$ cat config.mk
export PLATFORM = sky130hd
export DESIGN_NAME = paddle_ai_driver
export DESIGN_NICKNAME = d
export VERILOG_FILES = /design/src/rtl/pong_pkg.sv /design/src/rtl/paddle_ai_driver.sv
export SDC_FILE = /design/constraint.sdc
export NUM_CORES = 1
export LEC_CHECK = 0
export ABC_AREA = 1
export CORE_MARGIN = 1
export CORE_UTILIZATION = 45
export DETAILED_ROUTE_END_ITERATION = 8
export PLACE_DENSITY = 0.76
export SYNTH_ARGS = -nofsm -noshare
export SYNTH_HDL_FRONTEND = slang
export SYNTH_SLANG_ARGS = --single-unit
$ cat constraint.sdc
create_clock -name game_clk -period 8.51 [get_ports game_clk]
set_input_delay 1.2765 -clock game_clk [delete_from_list [all_inputs] [get_ports game_clk]]
set_output_delay 1.2765 -clock game_clk [all_outputs]
set_load 0.01 [all_outputs]
$ cat src/rtl/pong_pkg.sv
// pong_pkg: shared constants for the pong game blocks.
//   - AI paddle FSM state encodings (also driven out on ai_state for debug)
//   - default screen geometry: paddle rest centre and screen midline
package pong_pkg;

    localparam logic [1:0] S_IDLE       = 2'd0;
    localparam logic [1:0] S_RETURN     = 2'd1;
    localparam logic [1:0] S_WAIT_REACT = 2'd2;
    localparam logic [1:0] S_TRACK      = 2'd3;

    localparam int CENTER_Y_DEF = 240;
    localparam int HALF_X_DEF   = 320;

endpackage

$ cat src/rtl/paddle_ai_driver.sv
// paddle_ai_driver: computer opponent for one pong paddle.
// Returns the paddle to CENTER_Y while the ball moves away, waits
// REACTION_TICKS after the ball starts approaching, then tracks ball_y.
// Emits registered up/down requests with a one-tick dead gap on reversal.
// Ports:
//   game_clk      in   game tick clock
//   reset         in   async active-low reset
//   enable        in   1 = computer drives this paddle
//   player        in   1 = left paddle, 0 = right paddle
//   ball_x/ball_y in   ball position (10 b)
//   ball_dir_x    in   1 = ball moving +x
//   paddle_y      in   paddle top y (10 b), from the paddle controller
//   height_paddle in   paddle height (8 b)
//   input_up      out  up request (registered)
//   input_down    out  down request (registered)
//   ai_state      out  current FSM state (debug)
module paddle_ai_driver
    import pong_pkg::*;
#(
    parameter int REACTION_TICKS = 8,
    parameter int DEADBAND       = 4,
    parameter int CENTER_Y       = CENTER_Y_DEF,
    parameter int HALF_X         = HALF_X_DEF
) (
    input  logic       game_clk,
    input  logic       reset,
    input  logic       enable,
    input  logic       player,
    input  logic [9:0] ball_x,
    input  logic [9:0] ball_y,
    input  logic       ball_dir_x,
    input  logic [9:0] paddle_y,
    input  logic [7:0] height_paddle,
    output logic       input_up,
    output logic       input_down,
    output logic [1:0] ai_state
);

    localparam int CNT_W = (REACTION_TICKS < 2) ? 1 : $clog2(REACTION_TICKS + 1);
    localparam logic [CNT_W-1:0]  RT_LOAD = CNT_W'(REACTION_TICKS);
    localparam logic signed [11:0] DB     = 12'(DEADBAND);
    localparam logic signed [11:0] REST_Y = 12'(CENTER_Y);

    logic [1:0]        state, state_nxt;
    logic [CNT_W-1:0]  cnt, cnt_nxt;
    logic              approach;
    logic [11:0]       half_h;
    logic signed [11:0] centre, target, err;
    logic              active, want_up, want_dn;

    assign approach = (player  & ~ball_dir_x & ({1'b0, ball_x} <  11'(HALF_X))) |
                      (~player &  ball_dir_x & ({1'b0, ball_x} >= 11'(HALF_X)));

    // 12-bit signed arithmetic: 1023 + 127 still fits, so nothing wraps
    assign half_h = {4'b0, height_paddle} >> 1;
    assign centre = $signed({2'b0, paddle_y}) + $signed(half_h);
    assign target = (state == S_TRACK) ? $signed({2'b0, ball_y}) : REST_Y;
    assign err    = target - centre;

    assign active  = (state == S_RETURN) || (state == S_TRACK);
    assign want_dn = err > DB;
    assign want_up = err < -DB;

    always_comb begin
        state_nxt = state;
        cnt_nxt   = cnt;
        if (!enable) begin
            state_nxt = S_IDLE;
        end else begin
            case (state)
                S_IDLE:   state_nxt = S_RETURN;
                S_RETURN: if (approach) begin
                    if (REACTION_TICKS == 0) begin
                        state_nxt = S_TRACK;
                    end else begin
                        state_nxt = S_WAIT_REACT;
                        cnt_nxt   = RT_LOAD;
                    end
                end
                S_WAIT_REACT: begin
                    if (!approach)     state_nxt = S_RETURN;
                    else if (cnt == '0) state_nxt = S_TRACK;
                    else               cnt_nxt   = cnt - 1'b1;
                end
                S_TRACK:  if (!approach) state_nxt = S_RETURN;
                default:  state_nxt = S_IDLE;
            endcase
        end
    end

    always_ff @(posedge game_clk or negedge reset) begin
        if (!reset) begin
            state      <= S_IDLE;
            cnt        <= '0;
            input_up   <= 1'b0;
            input_down <= 1'b0;
        end else begin
            state      <= state_nxt;
            cnt        <= cnt_nxt;
            // a request opposite to the one currently held is suppressed for
            // one tick, which yields the dead gap before a reversal
            input_up   <= active & want_up & ~input_down;
            input_down <= active & want_dn & ~input_up;
        end
    end

    assign ai_state = state;

endmodule

# Word-level counts from Yosys, hierarchy flattened
# Cells that the tools add are included.
op_classes:
  addsub: 3
  magnitude_cmp: 4
  eq_ne: 9
  mux: 11
  bitwise: 13
  reduce_logical: 6
ops:
  columns: ["op", "count"]
  rows:
  - ["greater-than comparator 12 x 4 -> 1 bit (second input constant)", 1]
  - ["< comparator 12 x 3 -> 1 bit (second input constant)", 1]
  - ["two-way mux 4 bit", 3]
  - ["subtractor 10 x 11 -> 12 bit", 1]
  - ["adder 10 x 7 -> 11 bit", 1]
  - [">= comparator 10 x 9 -> 1 bit (second input constant)", 1]
  - ["< comparator 10 x 9 -> 1 bit (second input constant)", 1]
  - ["two-way mux 10 bit", 1]
  - ["two-way mux 2 bit", 5]
  - ["AND 1 bit", 8]
  - ["case mux 2 bit (4 select lines)", 1]
  - ["case mux 4 bit (2 select lines)", 1]
  - ["inequality test 2 bit (second input constant)", 3]
  - ["inequality test 3 bit (second input constant)", 2]
  - ["AND reduction 5 bit", 1]
  - ["== test 2 bit (second input constant)", 2]
  - ["logical NOT 4 bit", 1]
  - ["inequality test 4 bit (second input constant)", 1]
  - ["inverter 1 bit", 4]
  - ["subtractor 4 x 1 -> 4 bit (second input constant)", 1]
  - ["AND reduction 3 bit", 1]
  - ["== test 2 x 1 -> 1 bit (second input constant)", 1]
  - ["logical NOT 2 bit", 1]
  - ["nonzero test 2 bit", 1]
  - ["2 further kinds", 2]
totals:
  ff_bits: 8
  inputBits: 43
  out_inout_bits: 4

# Logic depth before layout (Yosys ltp)
# Gate-level depths: netlist (run 1).
depth:
  ltp_word: 7
  ltp_mapped: 18

# Least setup slack after synthesis (run 1)
# Ideal clock, no wire load.
synth_timing:
  kind: "in2reg"
  startpoint: "input ball_y[4]"
  endpoint: "register input_down"
  setup_ns: 0.115
  t_arrival_ns: 3.125
  setup_slack_ns: 5.269
  path_stages: 11
  cell_sequence: "or2_2 -> fa_1 -> ha_1 -> a21oi_2 -> nor2_1 -> nor2_2 -> nand3_1 -> nand2_1 -> nand3_2 -> nor2_1 -> nor2_1"
synth_between:
  elab_chain_len: 5
synth_lines:
  columns: ["element", "line_no", "rtl"]
  rows:
  - ["from (decl)", "paddle_ai_driver.sv:30", "input logic [9:0] ball_y,"]
  - ["two-way mux 10 bit", "paddle_ai_driver.sv:57", "assign target = (state == S_TRACK) ? $signed({2'b0, ball_y}) : REST_Y;"]
  - ["subtractor 10 x 11 -> 12 bit", "paddle_ai_driver.sv:58", "assign err = target - centre;"]
  - ["greater-than comparator 12 x 4 -> 1 bit", "paddle_ai_driver.sv:61", "assign want_dn = err > DB;"]
  - ["AND 1 bit (2 in a row)", "paddle_ai_driver.sv:103", "input_down <= active & want_dn & ~input_up;"]
  - ["to (signal assigned)", "paddle_ai_driver.sv:103", null]
  - ["to (decl)", "paddle_ai_driver.sv:35", "output logic input_down,"]
# No other way between the ends.
# A chain may end at the register's enable or synchronous reset.

# Final worst setup path (run 1)
# Same ends and word-level chain as after synthesis.

==> run_results.csv, run 1 <==
group,metric,value,unit
sta,final.min_clock_period,3.60,ns
clock_tree,hold_buffers,0,
global_routing,grt_usage,17.7,%
sta,fmax,277,MHz
sta,skew,0.00777,ns
logic_synthesis,syn_area,1650,um^2
clock_tree,ctsResizeCount,0,
run,maxCapViolations,0,
pwr,p_per_area,122,nW/um^2
drt,drc,0,
clock_tree,post_cts_buffers,0,
clock_tree,clockRootBuffer,"clkbuf_4",
layout,nets,379,
clock_tree,insertion_delay,0.25,ns
logic_synthesis,syn-num-nets,336,
layout,synthToLayoutAreaGrowth,27.8,%
floorplanning,core_area,3420,um^2
clock_tree,clkTransAtPathRegs,0.06,ns
logic_synthesis,synth_cell_types,28,
sta,worst_pin_slew,0.434,ns
layout,fin_area,2110,um^2
layout,nFillCells,347,
hold_path,hold_path.class,"reg2reg",
layout,utilization,61.8,%
worst_setup_path,worstSetupStartpointType,"input pin",
global_routing,overflow,0,
global_routing,grt_max_degree,10,
logic_synthesis,syn_inst,267,
floorplanning,die_w,62.6,um
sta,slew_headroom,71.1,%
clock_tree,cts_tree,"done",
sta,rsz0062_at_grt,"false",
drt,dr_wl_met2,1560,um
sta,report.final.slew_viol_count,0,
sta,finalSetupViolations,0,
sta,setup_tns,0,ns
drt,top_layer_used,"met3",
drt,route.met3.wl,168,um
floorplanning,row_count,21,
drt,avgRoutedWirePerCell,9.62,um
layout,final_common_cell,"nand2_1",
drt,viasPerCell,4.75,
placement,placedInstanceArea,2090,um^2
logic_synthesis,synth_warnings,0,
worst_setup_path,cp.arrival,3.74,ns
drt,drt-met1-wl,1680,um
clock_tree,cts_buffers,3,
layout,drive_above_1_share,9.09,%
sta,hold_viol,0,
floorplanning,initial_core_util,48.3,%
floorplanning,die_area,3910,um^2
layout,layout_common_cells,"nand2_1 (75), inv_1 (51), clkdlybuf4s50_1 (39)",
drt,vias,1682,
drt,dr.pass1.iters,4,
pwr,power.total,0.256,mW
worst_setup_path,cp-end-kind,"register",
global_routing,antenna_found_initial,0,
worst_setup_path,path_max_fanout,6,
worst_setup_path,critical_path_class,"in2reg",
global_routing,grt_pass1_vias,1407,
global_routing,grt_pass1_wl,5780,um
clock_tree,h-tree-depth,1,
worst_setup_path,worstPathRequired,8.65,ns
placement,routabilityCongestion,0.853,
placement,portBuffers,39,
pwr,max-vdd-ir-drop,0.0000507,V
drt,routed_wl,3410,um
sta,finalCritPeriodShare,42.4,%
drt,final_antenna_net_count,0,
drt,drtIter0Drc,69,
clock_tree,clock-sinks,8,
placement,hpwl,2920,um
pwr,p_leak,1.12,nW
logic_synthesis,yosysSeqAreaShare,12.1,%
clock_tree,clockBufferDepth,2,
floorplanning,die_h,62.6,um
run_status,outcome,"completed",
layout,diodes,0,
logic_synthesis,avgSynthCellArea,6.18,um^2
floorplanning,io_pins,47,
logic_synthesis,ys_ff_latch,8,
sta,hold_ws,0.517,ns
final cells by class:
| cell class | instances | area [um^2] | area share, % |
|---|---|---|---|
| clock buffer | 3 | 22.5 | 1.07 |
| sequential | 8 | 200 | 9.49 |
| timing repair buffer | 39 | 390 | 18.5 |
| multi-input combinational | 203 | 1230 | 58.4 |
| tap | 46 | 57.6 | 2.73 |
| inverter | 55 | 208 | 9.85 |
report_power, final:
| part | leakage [nW] | internal [mW] | total (mW) | switching [mW] |
|---|---|---|---|---|
| logic | 0.997 | 0.0741 | 0.170 | 0.0963 |
| clock network | 0.0138 | 0.0161 | 0.0289 | 0.0128 |
| registers | 0.106 | 0.0480 | 0.0570 | 0.00905 |
| total | 1.12 | 0.138 | 0.256 | 0.118 |
registers in the layout (all words and copies together), names as in the netlist:
register / count
cnt: 4
input_down: 1
input_up: 1
ai_state: 2
worst max-delay path, cell delays in order:
cell	delay [ns]
clkdlybuf4s50_1	0.39
or2_2	0.30
fa_1	0.44
ha_1	0.41
a21oi_2	0.28
nor2_1	0.10
nor2_2	0.14
nand3_1	0.09
nand2_1	0.09
nand3_2	0.07
nor2_1	0.12
nor2_1	0.05
per-layer routing:
metal | vias up | global-route usage [%]
met2 | 38 | 29.5
met5 | - | 0
met1 | 729 | 24.7
met4 | 0 | 2.03
met3 | 0 | 2.37
li1 | 915 | -
cells by family (layout without fill, tap and decap cells):
kind of cell / after synthesis / after routing / synth area share, %
buffers and inverters: 56 / 97 / 13.3
DFF: 8 / 8 / 12.1
adders and majority gates: 26 / 26 / 22.9
and+or+nand+nor: 154 / 154 / 42.2
AOI/OAI and AO/OA: 21 / 21 / 8.49
xor gates and xnor gates: 2 / 2 / 1.06
Yosys cell counts:
cell type	number	area (um^2)
clkinv_1	1	3.75
inv_1	51	191
buf_6	1	11.3
xor2_1	2	17.5
nand3_1	26	130
a21oi_1	3	15.0
a21oi_2	1	8.76
ha_1	19	238
clkinv_2	1	5.00
nor4_1	1	6.26
nand4_1	5	31.3
nand2_2	9	56.3
nor2_2	2	12.5
nand2_1	75	282
dfrtp_1	8	200
o21bai_1	3	22.5
o31ai_1	2	15.0
a31oi_1	2	12.5
o21ai_1	2	10.0
nand3_2	4	40.0
a21oi_4	1	16.3
o21a_1	2	15.0
o21ai_0	5	25.0
or2_2	4	25.0
nand2_4	1	11.3
inv_2	2	7.51
fa_1	7	140
nor2_1	27	101
per-stage QoR:
stage / cells / setup WS [ns]
2_1_floorplan: 267 / 5.27
3_3_place_gp: 351 / 4.69
3_5_place_dp: 351 / 4.67
4_1_cts: 354 / 4.93
5_1_grt: 354 / 4.73
6_report: 354 / 4.91
worst paths after layout:
path,from,endpoint,slack [ns],cells after the start
setup / recovery,ball_y[4],input_down,4.91,12
min in group asynchronous,reset,cnt[0],1.29,1
hold reg to reg,cnt[1],cnt[1],0.52,2
hold / removal,cnt[1],cnt[1],0.52,2
max in group asynchronous,reset,ai_state[0],6.95,1
setup reg to reg,ai_state[0],input_down,5.23,13
No activity file was read; power rests on OpenSTA's default activity.
==> inputs of run 2 (changes only) <==
clock period = 3.6 ns   (was 8.51 ns; I/O delays follow)
==> run 2 against run 1 <==
Against the previous run:
- die area unchanged
- worst hold slack got worse by 0.0069 ns
- power increased by 140%
- utilization increased by 0.22 points
- via count increased by 1.2%
- sequential power increased by 140%
- critical path depth increased by 1
- non-clock buffer count increased by 1
- first-iteration DRC count decreased by 14%
- clock power increased by 130%
- flip-flop and latch count unchanged
- highest routed layer unchanged
==> run_results.csv, run 2 (same netlist as run 1, synthesis figures left out) <==
group,metric,value,unit
clock_tree,cts_tree,"done",
sta,finalCritPeriodShare,82.3,%
hold_path,hold_depth,2,
worst_setup_path,reg2reg_depth,13,
clock_tree,clock-sinks,8,
layout,utilization,62.0,%
sta,hold_ws,0.510,ns
sta,rsz0062_at_grt,"false",
floorplanning,die_h,62.6,um
clock_tree,insertion_delay,0.25,ns
layout,nets,380,
pwr,max-vdd-ir-drop,0.000137,V
sta,setup_tns,0,ns
floorplanning,die_w,62.6,um
worst_setup_path,rr_startpoint,"ai_state[0]",
sta,report.final.slew_viol_count,0,
hold_path,hold_path.class,"reg2reg",
pwr,p_leak,1.12,nW
worst_setup_path,path_max_fanout,6,
floorplanning,row_count,21,
sta,final.min_clock_period,2.96,ns
sta,worst_pin_slew,0.362,ns
layout,diodes,0,
layout,fin_area,2120,um^2
layout,synthToLayoutAreaGrowth,28.3,%
global_routing,antenna_found_initial,0,
clock_tree,clockBufferDepth,2,
hold_path,hold_start,"cnt[1]",
drt,drc,0,
run,maxCapViolations,0,
worst_setup_path,cp-end-kind,"register",
drt,final_antenna_net_count,0,
worst_setup_path,regToRegEndpoint,"input_down",
floorplanning,core_area,3420,um^2
layout,regMostFlops,"cnt",
drt,drtIter0Drc,59,
worst_setup_path,crit_slowest_cell,"dfrtp_1",
layout,stdcell_count,355,
layout,nFillCells,336,
worst_setup_path,slowest_delay,0.45,ns
sta,slew_headroom,75.8,%
worst_setup_path,worstPathRequired,3.74,ns
layout,drive_above_1_share,9.39,%
global_routing,grt_pass1_wl,5980,um
worst_setup_path,cp.arrival,3.10,ns
placement,placedInstanceArea,2090,um^2
layout,layout_common_cells,"nand2_1 (75), inv_1 (51), clkdlybuf4s50_1 (39)",
worst_setup_path,critical_path_class,"reg2reg",
sta,skew,0.000905,ns
global_routing,overflow,0,
drt,routed_wl,3460,um
drt,viasPerCell,4.80,
global_routing,grt_pass1_vias,1461,
worst_setup_path,r2r_slack,0.64,ns
clock_tree,ctsResizeCount,0,
worst_setup_path,crit_chain,"ha_1, inv_1, or2_2, fa_1, ha_1, a21oi_2, nand2_1, nand2_1, nand4_1, nand2_1, nand3_2, nor2_1, nor2_1",
sta,finalSetupViolations,0,
floorplanning,die_area,3910,um^2
global_routing,grt_max_degree,9,
clock_tree,hold_buffers,0,
run_status,outcome,"completed",
worst_setup_path,cpMostUsedCell,"nand2_1",
drt,vias,1703,
sta,hold_viol,0,
floorplanning,initial_core_util,48.3,%
layout,largest_register_ffs,4,
sta,fmax,338,MHz
worst_setup_path,worstSetupStartpointType,"register",
clock_tree,clockRootBuffer,"clkbuf_4",
clock_tree,clkTransAtPathRegs,0.05,ns
placement,routabilityCongestion,0.838,
drt,avgRoutedWirePerCell,9.74,um
floorplanning,io_pins,47,
clock_tree,post_cts_buffers,0,
drt,dr.pass1.iters,4,
hold_path,min_to,"cnt[1]",
placement,dp.cells,352,
placement,portBuffers,39,
layout,final_common_cell,"nand2_1",
clock_tree,cts_buffers,3,
placement,hpwl,2960,um
pwr,p_per_area,287,nW/um^2
clock_tree,h-tree-depth,1,
global_routing,grt_usage,18.3,%
-- run 2: critical path, delay by kind of cell (launching register included) --
| kind | cells | cell delay, ns |
|---|---|---|
| buffers and inverters | 1 | 0.10 |
| adder cells (fa/ha/maj) | 3 | 1.08 |
| AND/OR/NAND/NOR | 8 | 0.92 |
| flip-flops | 1 | 0.45 |
| AO/OA/AOI/OAI | 1 | 0.29 |
-- run 2: report_power, final --
group / internal [mW] / leakage [nW] / switching, mW
combinational: 0.176 / 1.00 / 0.230
sequential: 0.114 / 0.106 / 0.0218
clock: 0.0380 / 0.0138 / 0.0291
-- run 2: worst max-delay path by stage --
stage                start         end  slack [ns]  depth (start not counted)
2_1_floorplan  ai_state[0]  input_down        0.85                         14
3_3_place_gp     ball_y[4]  input_down        0.52                         12
3_5_place_dp     ball_y[4]  input_down        0.48                         12
4_1_cts        ai_state[0]  input_down        0.66                         13
5_1_grt        ai_state[0]  input_down        0.46                         18
6_report       ai_state[0]  input_down        0.64                         13
-- run 2: final cells by class --
class | instances | area, um^2 | share of cell area, %
clock buffer | 3 | 22.5 | 1.06
inverter | 55 | 208 | 9.81
multi-input combinational | 203 | 1230 | 58.2
sequential | 8 | 200 | 9.46
tap | 46 | 57.6 | 2.72
timing repair buffer | 40 | 398 | 18.8
-- run 2: routing by layer --
layer / wire, um / global-route usage (%) / vias to the layer above / part of all wire [%]
li1: - / - / 918 / -
met1: 1700 / 24.8 / 744 / 49
met2: 1620 / 31.7 / 41 / 47
met3: 134 / 2.37 / 0 / 3.9
met4: 0 / 2.33 / 0 / 0
met5: 0 / 0 / - / 0
-- run 2: stage by stage --
step           total power, mW  setup WS (ns)
2_1_floorplan            0.422          0.847
3_3_place_gp             0.531          0.521
3_5_place_dp             0.541          0.480
4_1_cts                  0.612          0.662
5_1_grt                  0.677          0.461
6_report                 0.608          0.637
==> inputs of run 3 (changes only) <==
CORE_UTILIZATION = 44   (was 45)
PLACE_DENSITY = 0.78   (was 0.76)
clock period = 2.49 ns   (was 3.6 ns; I/O delays follow)
==> run 3 against run 2 <==
Against the previous run:
- maximum frequency increased by 13%
- first-iteration DRC count increased by 12%
- largest power group unchanged
- the flow now finishes with violations (setup timing)
- final cell count increased by 5.9%
- power increased by 85%
- critical path type unchanged
- worst hold slack got worse by 0.091 ns
- via count increased by 7.8%
- flip-flop and latch count unchanged
- global-route usage increased by 2.6 points
==> run_results.csv, run 3 (same netlist as run 1, synthesis figures left out) <==
group,metric,value,unit
placement,dp.cells,369,
floorplanning,die_w,63.2,um
sta,timing.final.ws_setup,-0.134,ns
drt,viasPerCell,4.88,
clock_tree,clock-sinks,8,
global_routing,overflow,0,
clock_tree,hold_buffers,0,
placement,routabilityCongestion,0.842,
sta,skew,0.00239,ns
sta,hold_viol,0,
worst_setup_path,path_max_fanout,7,
worst_setup_path,path_depth,13,
sta,finalCritPeriodShare,105,%
worst_setup_path,slowest_delay,0.48,ns
global_routing,grt_usage,20.9,%
drt,drc,0,
worst_setup_path,regToRegEndpoint,"input_down",
floorplanning,die_h,63.2,um
floorplanning,initial_core_util,47.6,%
drt,final_antenna_net_count,0,
sta,final.min_clock_period,2.62,ns
hold_path,hold_path.class,"in2async",
worst_setup_path,cp-end-kind,"register",
worst_setup_path,worstPathRequired,2.62,ns
global_routing,grt_pass1_wl,6740,um
layout,utilization,72.0,%
global_routing,grt_max_degree,9,
run_status,violations,"setup timing",
pwr,p_per_area,450,nW/um^2
floorplanning,die_area,4000,um^2
placement,portBuffers,39,
floorplanning,row_count,21,
drt,dr.pass1.iters,4,
placement,placedInstanceArea,2310,um^2
pwr,power.total,1.12,mW
clock_tree,clkTransAtPathRegs,0.04,ns
sta,fmax,381,MHz
drt,routed_wl,4030,um
sta,slew_headroom,75.5,%
clock_tree,cts_buffers,3,
clock_tree,clockRootBuffer,"clkbuf_8",
worst_setup_path,cp.arrival,2.75,ns
drt,avgRoutedWirePerCell,10.7,um
run_status,outcome,"complete, but fails checks",
global_routing,grt_pass1_vias,1669,
layout,diodes,0,
layout,largest_register_ffs,4,
layout,layout_common_cells,"nand2_1 (66), inv_1 (47), clkdlybuf4s50_1 (39)",
worst_setup_path,crit_chain,"ha_4, inv_4, or2_4, fa_1, ha_4, a21oi_4, nor2_1, nor2_2, nand3_1, nand2_1, nand3_2, nor2_2, nor2_1",
sta,worst_pin_slew,0.366,ns
clock_tree,clockBufferDepth,2,
layout,drive_above_1_share,23.9,%
floorplanning,io_pins,47,
layout,final_common_cell,"nand2_1",
worst_setup_path,critPathTopFamily,"adder cells",
layout,synthToLayoutAreaGrowth,51.3,%
layout,fin_area,2500,um^2
layout,regMostFlops,"cnt",
worst_setup_path,cp-endpoint,"input_down",
clock_tree,insertion_delay,0.24,ns
worst_setup_path,startpoint,"ai_state[1]",
worst_setup_path,rr_startpoint,"ai_state[1]",
sta,hold_ws,0.419,ns
layout,nets,400,
placement,hpwl,3270,um
worst_setup_path,critPathBufInv,1,
clock_tree,cts_tree,"done",
global_routing,antenna_found_initial,0,
sta,rsz0062_at_grt,"true",
worst_setup_path,reg2reg_depth,13,
sta,finalSetupViolations,2,
floorplanning,core_area,3470,um^2
pwr,max-vdd-ir-drop,0.000228,V
drt,vias,1835,
worst_setup_path,r2r_slack,-0.13,ns
run,maxCapViolations,0,
drt,drtIter0Drc,66,
layout,stdcell_count,376,
sta,report.final.slew_viol_count,0,
worst_setup_path,critical_path_class,"reg2reg",
clock_tree,h-tree-depth,1,
worst_setup_path,worstSetupStartpointType,"register",
pwr,p_leak,1.27,nW
worst_setup_path,crit_slowest_cell,"fa_1",
## run 3: changes by cell type in the layout (fill, tap and decap cells not counted), moves of 3 or more
cell	change
clkbuf_8	+3
nand2_1	-9
nor2_1	-6
ha_4	+6
inv_1	-4
or2_2	-3
clkbuf_4	-3
nand2_2	+4
nor2_2	+4
ha_1	-6
buf_4	+20
or2_4	+3
nand2_4	+5
## run 3: final cells by class
cell class	count	area [um^2]
Tap cell	46	57.6
Multi-Input combinational cell	203	1430
Fill cell	294	971
Inverter	55	213
Timing Repair Buffer	60	548
Clock buffer	4	45.0
Sequential cell	8	201
## run 3: repair_timing
action	in CTS	in global routing
pin swaps	12	20
resized for setup	6	20
setup buffers	2	1
endpoints found under the hold margin	0	0
endpoints found under the setup margin	2	2
## run 3: where the power goes
| group | internal [mW] | switching (mW) |
|---|---|---|
| combinational | 0.356 | 0.407 |
| sequential | 0.165 | 0.0262 |
| clock | 0.112 | 0.0585 |
| total | 0.633 | 0.492 |
## run 3: worst min-delay path by stage
stage	from	to	slack (ns)	depth (start not counted)
floorplan	reset	ai_state[0]	0.08	0
global placement	cnt[1]	cnt[1]	0.51	2
detailed placement	cnt[1]	cnt[1]	0.50	2
CTS	reset	input_down	0.44	1
global route	reset	input_down	0.45	1
finish	reset	ai_state[1]	0.42	1
## run 3: metal layers
layer  GRT usage, %  share of wire [%]  up-vias
li1               -                  -      960
met1           25.9                 45      830
met2           36.6                 50       38
met3           3.08                3.4        7
met4           7.39                1.7        0
met5              0                  0        -
## run 3: through the flow
step                      setup WS, ns  TNS, ns
after floorplan                 -0.126   -0.252
after global placement          -0.263   -0.517
after detailed placement        -0.318   -0.619
after CTS                       -0.109   -0.216
after global routing            -0.284   -0.550
final                           -0.134   -0.228
